### src/rtl/fir_mac_engine.sv
`timescale 1ns/1ps
// Time-multiplexed multi-channel FIR core: one signed MAC per cycle shared by all
// channels, with a double-buffered coefficient bank that is only swapped between passes.
module fir_mac_engine #(
    parameter int unsigned NTaps      = 11,
    parameter int unsigned DataWidth  = 8,
    parameter int unsigned CoeffWidth = 8,
    parameter int unsigned NChannels  = 2,
    localparam int unsigned AccWidth  = DataWidth + CoeffWidth + $clog2(NTaps),
    localparam int unsigned ChW       = (NChannels > 1) ? $clog2(NChannels) : 1,
    localparam int unsigned AddrW     = (NTaps > 1) ? $clog2(NTaps) : 1
) (
    input  logic                         clk,
    input  logic                         reset,
    input  logic                         inValid,
    output logic                         inReady,
    input  logic signed [DataWidth-1:0]  inData,
    input  logic [ChW-1:0]               inChannel,
    output logic                         outValid,
    output logic signed [DataWidth-1:0]  outData,
    output logic [ChW-1:0]               outChannel,
    input  logic                         coeffWe,
    input  logic [AddrW-1:0]             coeffAddr,
    input  logic signed [CoeffWidth-1:0] coeffData,
    input  logic                         coeffCommit,
    output logic                         busy
);

    localparam int unsigned ProdW = DataWidth + CoeffWidth;
    localparam int unsigned SumW  = AccWidth + 1;

    localparam int RoundI  = 1 << (CoeffWidth - 2);
    localparam int OutMaxI = (1 << (DataWidth - 1)) - 1;
    localparam int OutMinI = -(1 << (DataWidth - 1));

    localparam logic signed [SumW-1:0] RoundBias = SumW'(RoundI);
    localparam logic signed [SumW-1:0] OutMax    = SumW'(OutMaxI);
    localparam logic signed [SumW-1:0] OutMin    = SumW'(OutMinI);

    localparam logic [1:0] S_IDLE  = 2'd0;
    localparam logic [1:0] S_MAC   = 2'd1;
    localparam logic [1:0] S_ROUND = 2'd2;
    localparam logic [1:0] S_COPY  = 2'd3;

    logic [1:0] state;
    logic [1:0] state_nxt;
    logic       pending;
    logic       pending_nxt;

    logic [ChW-1:0]              ch_q;
    logic [AddrW-1:0]            k_q;
    logic signed [AccWidth-1:0]  acc;

    logic signed [DataWidth-1:0]  taps   [NChannels][NTaps];
    logic signed [CoeffWidth-1:0] shadow [NTaps];
    logic signed [CoeffWidth-1:0] active [NTaps];

    logic                        handshake_c;
    logic                        ch_legal_c;
    logic                        addr_legal_c;
    logic                        last_tap_c;
    logic                        accept_c;
    logic signed [ProdW-1:0]     prod_c;
    logic signed [SumW-1:0]      biased_c;
    logic signed [SumW-1:0]      shifted_c;
    logic signed [DataWidth-1:0] sat_c;

    assign handshake_c  = inValid & inReady;
    assign ch_legal_c   = 32'(inChannel) < NChannels;
    assign addr_legal_c = 32'(coeffAddr) < NTaps;
    assign last_tap_c   = 32'(k_q) == (NTaps - 1);
    assign accept_c     = (state == S_IDLE) && !pending && handshake_c && ch_legal_c;

    // Full-width signed product; both operands sign-extend before the multiply.
    assign prod_c    = ProdW'(active[k_q]) * ProdW'(taps[ch_q][k_q]);
    assign biased_c  = SumW'(acc) + RoundBias;
    assign shifted_c = biased_c >>> (CoeffWidth - 1);

    always_comb begin
        sat_c = DataWidth'(shifted_c);
        if (shifted_c > OutMax) begin
            sat_c = DataWidth'(OutMax);
        end else if (shifted_c < OutMin) begin
            sat_c = DataWidth'(OutMin);
        end
    end

    // Next-state and commit-pending logic; a new commit wins over the clear in COPY.
    always_comb begin
        state_nxt   = state;
        pending_nxt = pending;
        if (coeffCommit) begin
            pending_nxt = 1'b1;
        end else if (state == S_COPY) begin
            pending_nxt = 1'b0;
        end
        case (state)
            S_IDLE: begin
                if (pending) begin
                    state_nxt = S_COPY;
                end else if (handshake_c && ch_legal_c) begin
                    state_nxt = S_MAC;
                end
            end
            S_MAC: begin
                if (last_tap_c) begin
                    state_nxt = S_ROUND;
                end
            end
            S_ROUND: state_nxt = S_IDLE;
            S_COPY:  state_nxt = S_IDLE;
            default: state_nxt = S_IDLE;
        endcase
    end

    always_ff @(posedge clk) begin
        if (reset) begin
            state   <= S_IDLE;
            pending <= 1'b0;
            busy    <= 1'b0;
            inReady <= 1'b1;
        end else begin
            state   <= state_nxt;
            pending <= pending_nxt;
            busy    <= state_nxt != S_IDLE;
            inReady <= (state_nxt == S_IDLE) && !pending_nxt;
        end
    end

    // Shadow bank takes writes in any state; active bank only changes in COPY.
    always_ff @(posedge clk) begin
        if (reset) begin
            for (int k = 0; k < int'(NTaps); k++) begin
                shadow[k] <= '0;
                active[k] <= '0;
            end
        end else begin
            if (coeffWe && addr_legal_c) begin
                shadow[coeffAddr] <= coeffData;
            end
            if (state == S_COPY) begin
                for (int k = 0; k < int'(NTaps); k++) begin
                    active[k] <= shadow[k];
                end
            end
        end
    end

    // Only the accepted channel's delay line shifts.
    always_ff @(posedge clk) begin
        if (reset) begin
            for (int c = 0; c < int'(NChannels); c++) begin
                for (int k = 0; k < int'(NTaps); k++) begin
                    taps[c][k] <= '0;
                end
            end
        end else if (accept_c) begin
            for (int k = int'(NTaps) - 1; k > 0; k--) begin
                taps[inChannel][k] <= taps[inChannel][k-1];
            end
            taps[inChannel][0] <= inData;
        end
    end

    always_ff @(posedge clk) begin
        if (reset) begin
            acc        <= '0;
            k_q        <= '0;
            ch_q       <= '0;
            outValid   <= 1'b0;
            outData    <= '0;
            outChannel <= '0;
        end else begin
            outValid <= 1'b0;
            if (accept_c) begin
                acc  <= '0;
                k_q  <= '0;
                ch_q <= inChannel;
            end
            if (state == S_MAC) begin
                acc <= acc + AccWidth'(prod_c);
                if (!last_tap_c) begin
                    k_q <= k_q + AddrW'(1);
                end
            end
            if (state == S_ROUND) begin
                outValid   <= 1'b1;
                outData    <= sat_c;
                outChannel <= ch_q;
            end
        end
    end

endmodule

### config.mk
export PLATFORM = sky130hd
export DESIGN_NAME = fir_mac_engine
export DESIGN_NICKNAME = d
export VERILOG_FILES = /design/src/rtl/fir_mac_engine.sv
export SDC_FILE = /design/constraint.sdc
export NUM_CORES = 1
export LEC_CHECK = 0
export CAP_MARGIN = 20
export CORE_UTILIZATION = 65
export DETAILED_ROUTE_END_ITERATION = 10
export PLACE_DENSITY = 0.83
export SYNTH_ARGS = -nofsm -noshare
export SYNTH_HDL_FRONTEND = slang
export SYNTH_SLANG_ARGS = --single-unit
### constraint.sdc
create_clock -name clk -period 10.55 [get_ports clk]
set_clock_uncertainty 0.1 [all_clocks]
set_input_delay 1.5825 -clock clk [delete_from_list [all_inputs] [get_ports clk]]
set_output_delay 1.5825 -clock clk [all_outputs]
set_load 0.05 [all_outputs]
=== Word level (Yosys, flattened, before mapping) ===
Memory sizes are Yosys's and may differ from the RTL's. A register that Yosys moved wholly into a read port is not among the register bits.
Cells that the tools add are included.

* Add/subtract/negate cells: 3
* $mul: 1
* Div/mod/pow operators: 0
* $lt $le $gt $ge: 4
* Equal/unequal tests: 4
* Shifts and indexed selects: 0
* Mux-type cells: 48
* Bitwise logic cells: 13
* Reductions and logical operators: 13

{| class="wikitable"
|+ Operators by type and width
! kind !! count
|-
| two-way mux 8 bit || 16
|-
| two-way mux 88 bit || 1
|-
| OR reduction 88 bit || 1
|-
| two-way mux 20 bit || 2
|-
| binary-select mux 8 bit (select 4 bit) || 1
|-
| adder 20 x 8 -> 21 bit (second input constant) || 1
|-
| adder 20 x 16 -> 20 bit || 1
|-
| two-way mux 4 bit || 5
|-
| two-way mux 1 bit || 19
|-
| multiplier 8 x 8 -> 16 bit || 1
|-
| > comparator 14 x 8 -> 1 bit (second input constant) || 1
|-
| less-than comparator 14 x 8 -> 1 bit (second input constant) || 1
|-
| bitwise OR 1 bit || 11
|-
| OR reduction 8 bit || 1
|-
| two-way mux 2 bit || 3
|-
| case mux 2 bit (3 select lines) || 1
|-
| greater-or-equal comparator 5 bit (second input constant) || 1
|-
| inverter 4 -> 5 bit || 1
|-
| adder 4 x 1 -> 4 bit (second input constant) || 1
|-
| equality test 2 bit (second input constant) || 2
|-
| equality test 4 bit (second input constant) || 1
|-
| logical AND 1 bit || 4
|-
| logical NOT 2 bit || 2
|-
| less-than comparator 4 bit (second input constant) || 1
|-
| 5 further kinds || 7
|}

* Register bits after elaboration: 40
* Latch bits: 0
* Bits in writable memories: 352
* Bits in read-only memories: 0
* Bits of input ports: 26
* Output and inout bits: 12
* Logic and storage cells: 99
* Memories: 3

{| class="wikitable"
|+ Memory list
! memory !! depth !! bits a word !! rd ports !! clocked after memory_dff !! write ports !! line !! RTL
|-
| taps || 2 || 88 || 2 || 1 || 2 || 54 || <nowiki>logic signed [DataWidth-1:0] taps [NChannels][NTaps];</nowiki>
|-
| active || 11 || 8 || 1 || 1 || 11 || 56 || <nowiki>logic signed [CoeffWidth-1:0] active [NTaps];</nowiki>
|-
| shadow || 11 || 8 || 11 || 0 || 11 || 55 || <nowiki>logic signed [CoeffWidth-1:0] shadow [NTaps];</nowiki>
|}

=== Logic depth before layout (Yosys ltp) ===
Gate-level depths: netlist of run 1.

* Depth in word-level cells: 8
* Gate-level depth with buffers: 27
* Depth with buffers taken out: 25

=== Least setup slack after synthesis of run 1 ===
No wires, ideal clock.

* Path kind: flip-flop to flip-flop
* Start: reg k_q[0]
* End: reg acc[19]
* Setup time: 0.058 ns
* Arrival: 6.093 ns
* Required time: 10.392 ns
* Setup slack: 4.299 ns
* Stages on the path, launching flop included: 25
* Buffers on the path: 2
* Clock period less this slack: 6.251 ns
* Cells stage by stage: dfxtp_1 > buf_2 > buf_2 > mux4_2 > nand2_1 > a21oi_1 > a21oi_2 > inv_1 > nand2_1 > inv_1 > fa_1 > inv_1 > fa_1 > inv_1 > fa_1 > fa_1 > ha_1 > ha_1 > a21oi_1 > nor2_1 > a211oi_1 > o211ai_1 > a211o_1 > a2111oi_0 > a21o_1

* Cells in the longest elaborated chain, start to end: 7

{| class="wikitable"
|+ Ends and longest elaborated chain
! item !! line !! RTL
|-
| start: declaration || 51 || <nowiki>logic [AddrW-1:0] k_q;</nowiki>
|-
| start signal: assignment || 183 || <nowiki>k_q <= k_q + AddrW'(1);</nowiki>
|-
| inverter 4 -> 5 bit (not written as such) || 75 || <nowiki>assign prod_c = ProdW'(active[k_q]) * ProdW'(taps[ch_q][k_q]);</nowiki>
|-
| binary-select mux 8 bit (select 4 bit) || 75 ||
|-
| two-way mux 8 bit (not written as such) (2 in a row) || 75 ||
|-
| multiplier 8 x 8 -> 16 bit || 75 ||
|-
| adder 20 x 16 -> 20 bit || 181 || <nowiki>acc <= acc + AccWidth'(prod_c);</nowiki>
|-
| two-way mux 20 bit || 180 || <nowiki>if (state == S_MAC) begin</nowiki>
|-
| end signal: assignment || 181 ||
|-
| end: declaration || 52 || <nowiki>logic signed [AccWidth-1:0] acc;</nowiki>
|}

Every way passes these cells. The select of a mux whose other input is x is not followed.
A chain may end at the register's enable or synchronous reset.

=== Final worst setup path of run 1 ===
* Start: reg k_q[1]
* End: reg acc[19]

The elaborated chain is that of the path after synthesis.

==> results.sh, run 1 <==
export IMPL_min_period_over_period_pct=73.6
export IMPL_clock_sinks=393
export IMPL_place_hpwl_um=27200
export IMPL_cts_setup_buffers=0
export IMPL_synth_top_area_share_pct=49.9
export IMPL_leakage_uw=0.00926
export IMPL_die_height_um=181
export IMPL_areaGrowthSynthToFinish_pct=8.29
export IMPL_track_usage_pct=26.3
export IMPL_cp_arrival_ns=8.09
export IMPL_finalSetupTns_ns=0
export IMPL_numCtsBuffers=38
export IMPL_drc=0
export IMPL_required_ns=10.88
export IMPL_insertion_delay_ns=0.53
export IMPL_synth_common_cells="edfxtp_1, and2_1, nor2_1"
export IMPL_multi_input_area_um2=8520
export IMPL_clkTransAtPathRegs_ns=0.06
export IMPL_fin_crit_ns=7.77
export IMPL_io_pins=38
export IMPL_die_area_um2=32600
export IMPL_drive_above_1_share_pct=9.20
export IMPL_cellPowerDensity_nw_per_um2=199
export IMPL_htreeDepth=2
export IMPL_synth_fp_nets=1769
export IMPL_grt_antenna_before_repair=0
export IMPL_grt_pass1_vias=12582
export IMPL_start_util_pct=66.8
export IMPL_first_iter_violations=1126
export IMPL_status="complete, no violations"
export IMPL_syn_instance_count=1606
export IMPL_max_slew_worst_pin_slew_ns=1.01
export IMPL_drt_pass1_iter_count=5
export IMPL_dpl_cell_area_um2=21300
export IMPL_diodes=0
export IMPL_critPathCaptureType="register"
export IMPL_min_path_type="reg2reg"
export IMPL_wl_per_cell_um=20.3
export IMPL_hold_viol_final=0
export IMPL_rows=64
export IMPL_synth_most_common_cell="edfxtp_1"
export IMPL_yosysWarnings=0
export IMPL_synth_area_um2=20700
export IMPL_startpoint_type="register"
export IMPL_yosys_area_top_type="edfxtp_1"
export IMPL_synth_edf_count=344
export IMPL_clockBufferDepth=3
export IMPL_antenna_left=0
export IMPL_core_um2=31000
export IMPL_die_w_um=181
export IMPL_nets=1778
export IMPL_ys_types=73
export IMPL_clock_fmax_ghz=0.129
export IMPL_place_port_buffers=37
export IMPL_drv_cap=0
export IMPL_viasPerCell=6.08
export IMPL_cts_root_buf="clkbuf_16"
export IMPL_gp_congestion=0.898
export IMPL_slew_viol_final=0
export IMPL_wirelength_um=41300
export IMPL_crit_type="reg2reg"
export IMPL_ys_flop_type="edfxtp_1"
export IMPL_cts_resized_gates=0
export IMPL_slew_headroom_pct=32.8
export IMPL_synth_area_top_cells="edfxtp_1, fa_1, mux4_2"
export IMPL_ys_ff_latch=393
export IMPL_peakVddDrop_v=0.000192
export IMPL_grt_ovfl_total=0
export IMPL_grt_max_degree=90
export IMPL_fillers=1948
export IMPL_final_util_pct=72.4
export IMPL_holdBufCountCts=0
export IMPL_yosysSeqAreaShare_pct=54.6
export IMPL_rsz0062_at_grt="no"
export IMPL_cts_tree="built"
export IMPL_seq_area_um2=11300
export IMPL_cp_max_fo=43
export IMPL_fin_area_um2=22400
export IMPL_final_setup_viol_count=0
export IMPL_synth_avg_cell_area_um2=12.9
export IMPL_vias=12387
export IMPL_ys_async_sr_fraction_pct=0
export IMPL_grt_pass1_wl_um=67200
export IMPL_power_uw=4460
layout make-up:
class / instances / area share (%)
inverters: 129 / 2.16
clock buffers: 48 / 4.50
flip-flops and latches: 393 / 50.5
clock inverters: 18 / 0.563
well taps: 396 / 2.21
multi-input cells: 1003 / 38.0
repair buffers: 50 / 2.15
cell families after synthesis:
family	after synthesis	synth area share (%)
compound gates	233	7.89
simple gates	520	12.8
xor+xnor	25	1.06
flops	393	54.6
mux	88	7.77
buf+inv	210	4.40
fa+ha+maj	137	11.5
flip-flops by register name (all words and copies together), names as in the netlist, 2 cells and up, named ones only:
signal / flops
taps: 176
active: 88
shadow: 88
acc: 20
outData: 8
k_q: 4
state: 2
per-stage QoR:
| step | instances | hold slack (ns) | setup slack [ns] |
|---|---|---|---|
| after floorplan | 1606 | 0.330 | 4.30 |
| after CTS | 2035 | 0.358 | 2.80 |
| after global routing | 2037 | 0.390 | 2.17 |
| after detailed placement | 1969 | 0.349 | 2.82 |
| final | 2037 | 0.357 | 2.78 |
| after global placement | 1969 | 0.339 | 3.13 |
routing by layer:
| layer | wire, µm | share of wire (%) | GRT usage, % | up-vias |
|---|---|---|---|---|
| met2 | 20600 | 50 | 44.1 | 472 |
| li1 | - | - | - | 5645 |
| met1 | 16900 | 41 | 36.5 | 6202 |
| met3 | 2990 | 7.2 | 3.56 | 68 |
| met4 | 815 | 2.0 | 7.01 | 0 |
| met5 | 0 | 0 | 0 | - |
worst max-delay path, stage by stage, from the launching register on:
cell and delay (ns):
dfxtp_2 0.76, buf_4 0.63, nand2_1 0.36, o22ai_1 0.23
a21oi_1 0.09, o22ai_1 0.57, and2_1 0.66, fa_1 0.53
inv_1 0.09, fa_1 0.38, inv_1 0.08, fa_1 0.44
fa_1 0.51, ha_1 0.31, ha_1 0.36, a21oi_1 0.18
nor2_1 0.06, a211oi_1 0.25, o21ai_1 0.19, o311ai_0 0.44
a2111oi_0 0.19, a21o_1 0.19
final timing paths:
path	startpoint	endpoint	slack [ns]	depth (start not counted)
setup / recovery	k_q[1]	acc[19]	2.78	21
hold / removal	shadow[10][2]	shadow[10][2]	0.36	2
setup reg to reg	k_q[1]	acc[19]	2.78	21
hold reg to reg	shadow[10][2]	shadow[10][2]	0.36	2
placed cells by master, fill, tap and decap left out, types with 6 or more instances in the layout:
master | netlist | routed
or2_2 | 8 | 6
a211oi_1 | 11 | 11
a22o_1 | 6 | 6
a22oi_1 | 7 | 7
clkbuf_16 | 0 | 38
mux2i_1 | 31 | 31
and2_1 | 177 | 177
nor3_1 | 7 | 7
clkdlybuf4s50_1 | 0 | 36
a21o_1 | 87 | 87
clkbuf_1 | 39 | 8
buf_4 | 1 | 12
o21ai_0 | 20 | 20
clkinv_1 | 0 | 8
nand2_1 | 83 | 83
edfxtp_1 | 344 | 344
nand2b_1 | 25 | 24
xor2_1 | 9 | 9
o22ai_1 | 9 | 9
nor2b_1 | 19 | 19
dfxtp_1 | 49 | 46
fa_1 | 88 | 88
mux4_2 | 53 | 53
inv_1 | 128 | 128
xnor2_1 | 16 | 16
nor2_1 | 163 | 162
nand3_1 | 10 | 10
a21oi_1 | 49 | 49
ha_1 | 49 | 49
report_power, final:
part / internal, µW / switching [µW]
registers: 1780 / 70.2
logic: 590 / 768
clock network: 702 / 553
total: 3070 / 1390
Power figures use the tool's default switching activity.
==> run 2, diff against run 1 <==
--- a/config.mk
+++ b/config.mk
@@ -6,9 +6,9 @@
 export NUM_CORES = 1
 export LEC_CHECK = 0
 export CAP_MARGIN = 20
-export CORE_UTILIZATION = 65
+export CORE_UTILIZATION = 63
 export DETAILED_ROUTE_END_ITERATION = 10
-export PLACE_DENSITY = 0.83
+export PLACE_DENSITY = 0.8
 export SYNTH_ARGS = -nofsm -noshare
 export SYNTH_HDL_FRONTEND = slang
 export SYNTH_SLANG_ARGS = --single-unit
==> constraint.sdc (replaced) <==
create_clock -name clk -period 7.2 [get_ports clk]
set_clock_uncertainty 0.1 [all_clocks]
set_input_delay 1.08 -clock clk [delete_from_list [all_inputs] [get_ports clk]]
set_output_delay 1.08 -clock clk [all_outputs]
set_load 0.05 [all_outputs]
==> run 2 against run 1 <==
- non-clock buffer count increased by 24
- sequential power grew 46%
- register-to-register slack worse by 2.4 ns
- worst hold slack better by 0.0058 ns
- first-iteration DRC count increased by 1.2%
- clock power is 63% higher
- critical path type unchanged
- largest power group unchanged
==> results.sh, run 2 (synthesis results as in run 1) <==
export IMPL_drt_pass1_iter_count=5
export IMPL_critPathCaptureType="register"
export IMPL_place_port_buffers=37
export IMPL_clock_fmax_ghz=0.147
export IMPL_gp_congestion=0.930
export IMPL_wirelength_um=43500
export IMPL_grt_max_degree=90
export IMPL_drc=0
export IMPL_hold_viol_final=0
export IMPL_antenna_left=0
export IMPL_cts_tree="built"
export IMPL_reg_top3="taps (176), active (88), shadow (88)"
export IMPL_grt_pass1_vias=12801
export IMPL_min_path_type="reg2reg"
export IMPL_critPathLaunch="k_q[1]"
export IMPL_rsz0062_at_grt="no"
export IMPL_grt_ovfl_total=0
export IMPL_numCtsBuffers=40
export IMPL_largest_register_ffs=176
export IMPL_peakVddDrop_v=0.000295
export IMPL_finalSetupTns_ns=0
export IMPL_drv_cap=0
export IMPL_final_setup_viol_count=0
export IMPL_fin_crit_ns=6.82
export IMPL_areaGrowthSynthToFinish_pct=10.4
export IMPL_slew_viol_final=0
export IMPL_die_w_um=183
export IMPL_final_common_cell="edfxtp_1"
export IMPL_die_area_um2=33600
export IMPL_slew_headroom_pct=24.2
export IMPL_viasPerCell=5.98
export IMPL_cp_arrival_ns=7.15
export IMPL_drive_above_1_share_pct=11.0
export IMPL_die_height_um=183
export IMPL_clkTransAtPathRegs_ns=0.06
export IMPL_clock_sinks=393
export IMPL_leakage_uw=0.00945
export IMPL_min_delay_start="shadow[10][1]"
export IMPL_grt_antenna_before_repair=0
export IMPL_crit_type="reg2reg"
export IMPL_reg2reg_depth=22
export IMPL_hold_path_depth=2
export IMPL_vias=12616
export IMPL_seq_area_um2=11300
export IMPL_regToRegStartpoint="k_q[1]"
export IMPL_first_iter_violations=1140
export IMPL_cp_max_fo=18
export IMPL_r2r_setup_slack_ns=0.38
export IMPL_cts_root_buf="clkbuf_16"
export IMPL_diodes=0
export IMPL_layout_common_cells="edfxtp_1, and2_1, nor2_1, inv_1, fa_1"
export IMPL_required_ns=7.53
export IMPL_fillers=2159
export IMPL_cellPowerDensity_nw_per_um2=296
export IMPL_start_util_pct=63.8
export IMPL_multi_input_area_um2=8520
export IMPL_status="complete, no violations"
export IMPL_insertion_delay_ns=0.53
export IMPL_io_pins=38
export IMPL_min_period_over_period_pct=94.7
export IMPL_htreeDepth=2
export IMPL_rows=66
export IMPL_nets=1804
export IMPL_clockBufferDepth=3
export IMPL_startpoint_type="register"
export IMPL_largest_register="taps"
export IMPL_max_slew_worst_pin_slew_ns=1.14
export IMPL_place_hpwl_um=28900
export IMPL_wl_per_cell_um=20.6
export IMPL_power_uw=6760
export IMPL_track_usage_pct=26.5
export IMPL_grt_pass1_wl_um=68000
export IMPL_core_um2=32500
-- run 2: layer usage --
| metal | up-vias | track usage, % | wire length (µm) |
|---|---|---|---|
| met5 | - | 0 | 0 |
| li1 | 5706 | - | - |
| met3 | 102 | 4.01 | 2850 |
| met1 | 6300 | 35.6 | 17800 |
| met4 | 0 | 8.73 | 1250 |
| met2 | 508 | 44.6 | 21600 |
-- run 2: area by class of cell --
cell class | instances | area share, %
Clock inverter | 18 | 0.837
Inverter | 129 | 2.13
Clock buffer | 52 | 4.80
Sequential cell | 393 | 49.5
Multi-Input combinational cell | 1003 | 37.3
Timing Repair Buffer | 74 | 3.04
Tap cell | 442 | 2.42
-- run 2: what timing repair did --
| action | in CTS | in global routing |
|---|---|---|
| gates resized for setup | 0 | 3 |
| hold buffers | 0 | 0 |
| buffers inserted | 0 | 6 |
| endpoints found under the setup margin | 0 | 2 |
-- run 2: power by group --
part / internal (µW) / switching (µW) / leakage [µW]
logic: 876 / 1130 / 0.00493
registers: 2610 / 94.9 / 0.00390
clock network: 1220 / 831 / 0.000626
total: 4700 / 2060 / 0.00945
-- run 2: critical path, stage by stage, from the launching register on --
cell and delay, ns:
dfxtp_2 0.61, buf_4 0.35, mux4_2 0.25, nand2_1 0.06, a21oi_1 0.24, a21oi_1 0.07, o22a_2 0.33, nor2_1 0.18
inv_1 0.09, fa_1 0.62, fa_1 0.58, inv_1 0.05, fa_1 0.47, fa_1 0.49, ha_1 0.31, ha_1 0.37
a21oi_1 0.20, nor2_1 0.06, a211oi_1 0.24, o21ai_1 0.19, o311ai_0 0.46, a2111oi_0 0.20, a21o_1 0.18
-- run 2: path summary, 6_finish.rpt --
check,end
hold / removal,shadow[10][1]
setup / recovery,acc[19]
hold reg to reg,shadow[10][1]
setup reg to reg,acc[19]
-- run 2: through the flow --
| stage | setup WS (ns) | hold WS [ns] | utilization [%] | instances | instance area, µm² |
|---|---|---|---|---|---|
| 2_1_floorplan | 0.949 | 0.330 | - | 1606 | 20700 |
| 3_3_place_gp | 0.425 | 0.346 | 66.2 | 2034 | 21500 |
| 3_5_place_dp | 0.182 | 0.348 | 66.2 | 2034 | 21500 |
| 4_1_cts | 0.152 | 0.358 | 70.2 | 2104 | 22800 |
| 5_1_grt | 0.00563 | 0.390 | 70.4 | 2111 | 22900 |
| 6_report | 0.381 | 0.362 | 70.4 | 2111 | 22900 |
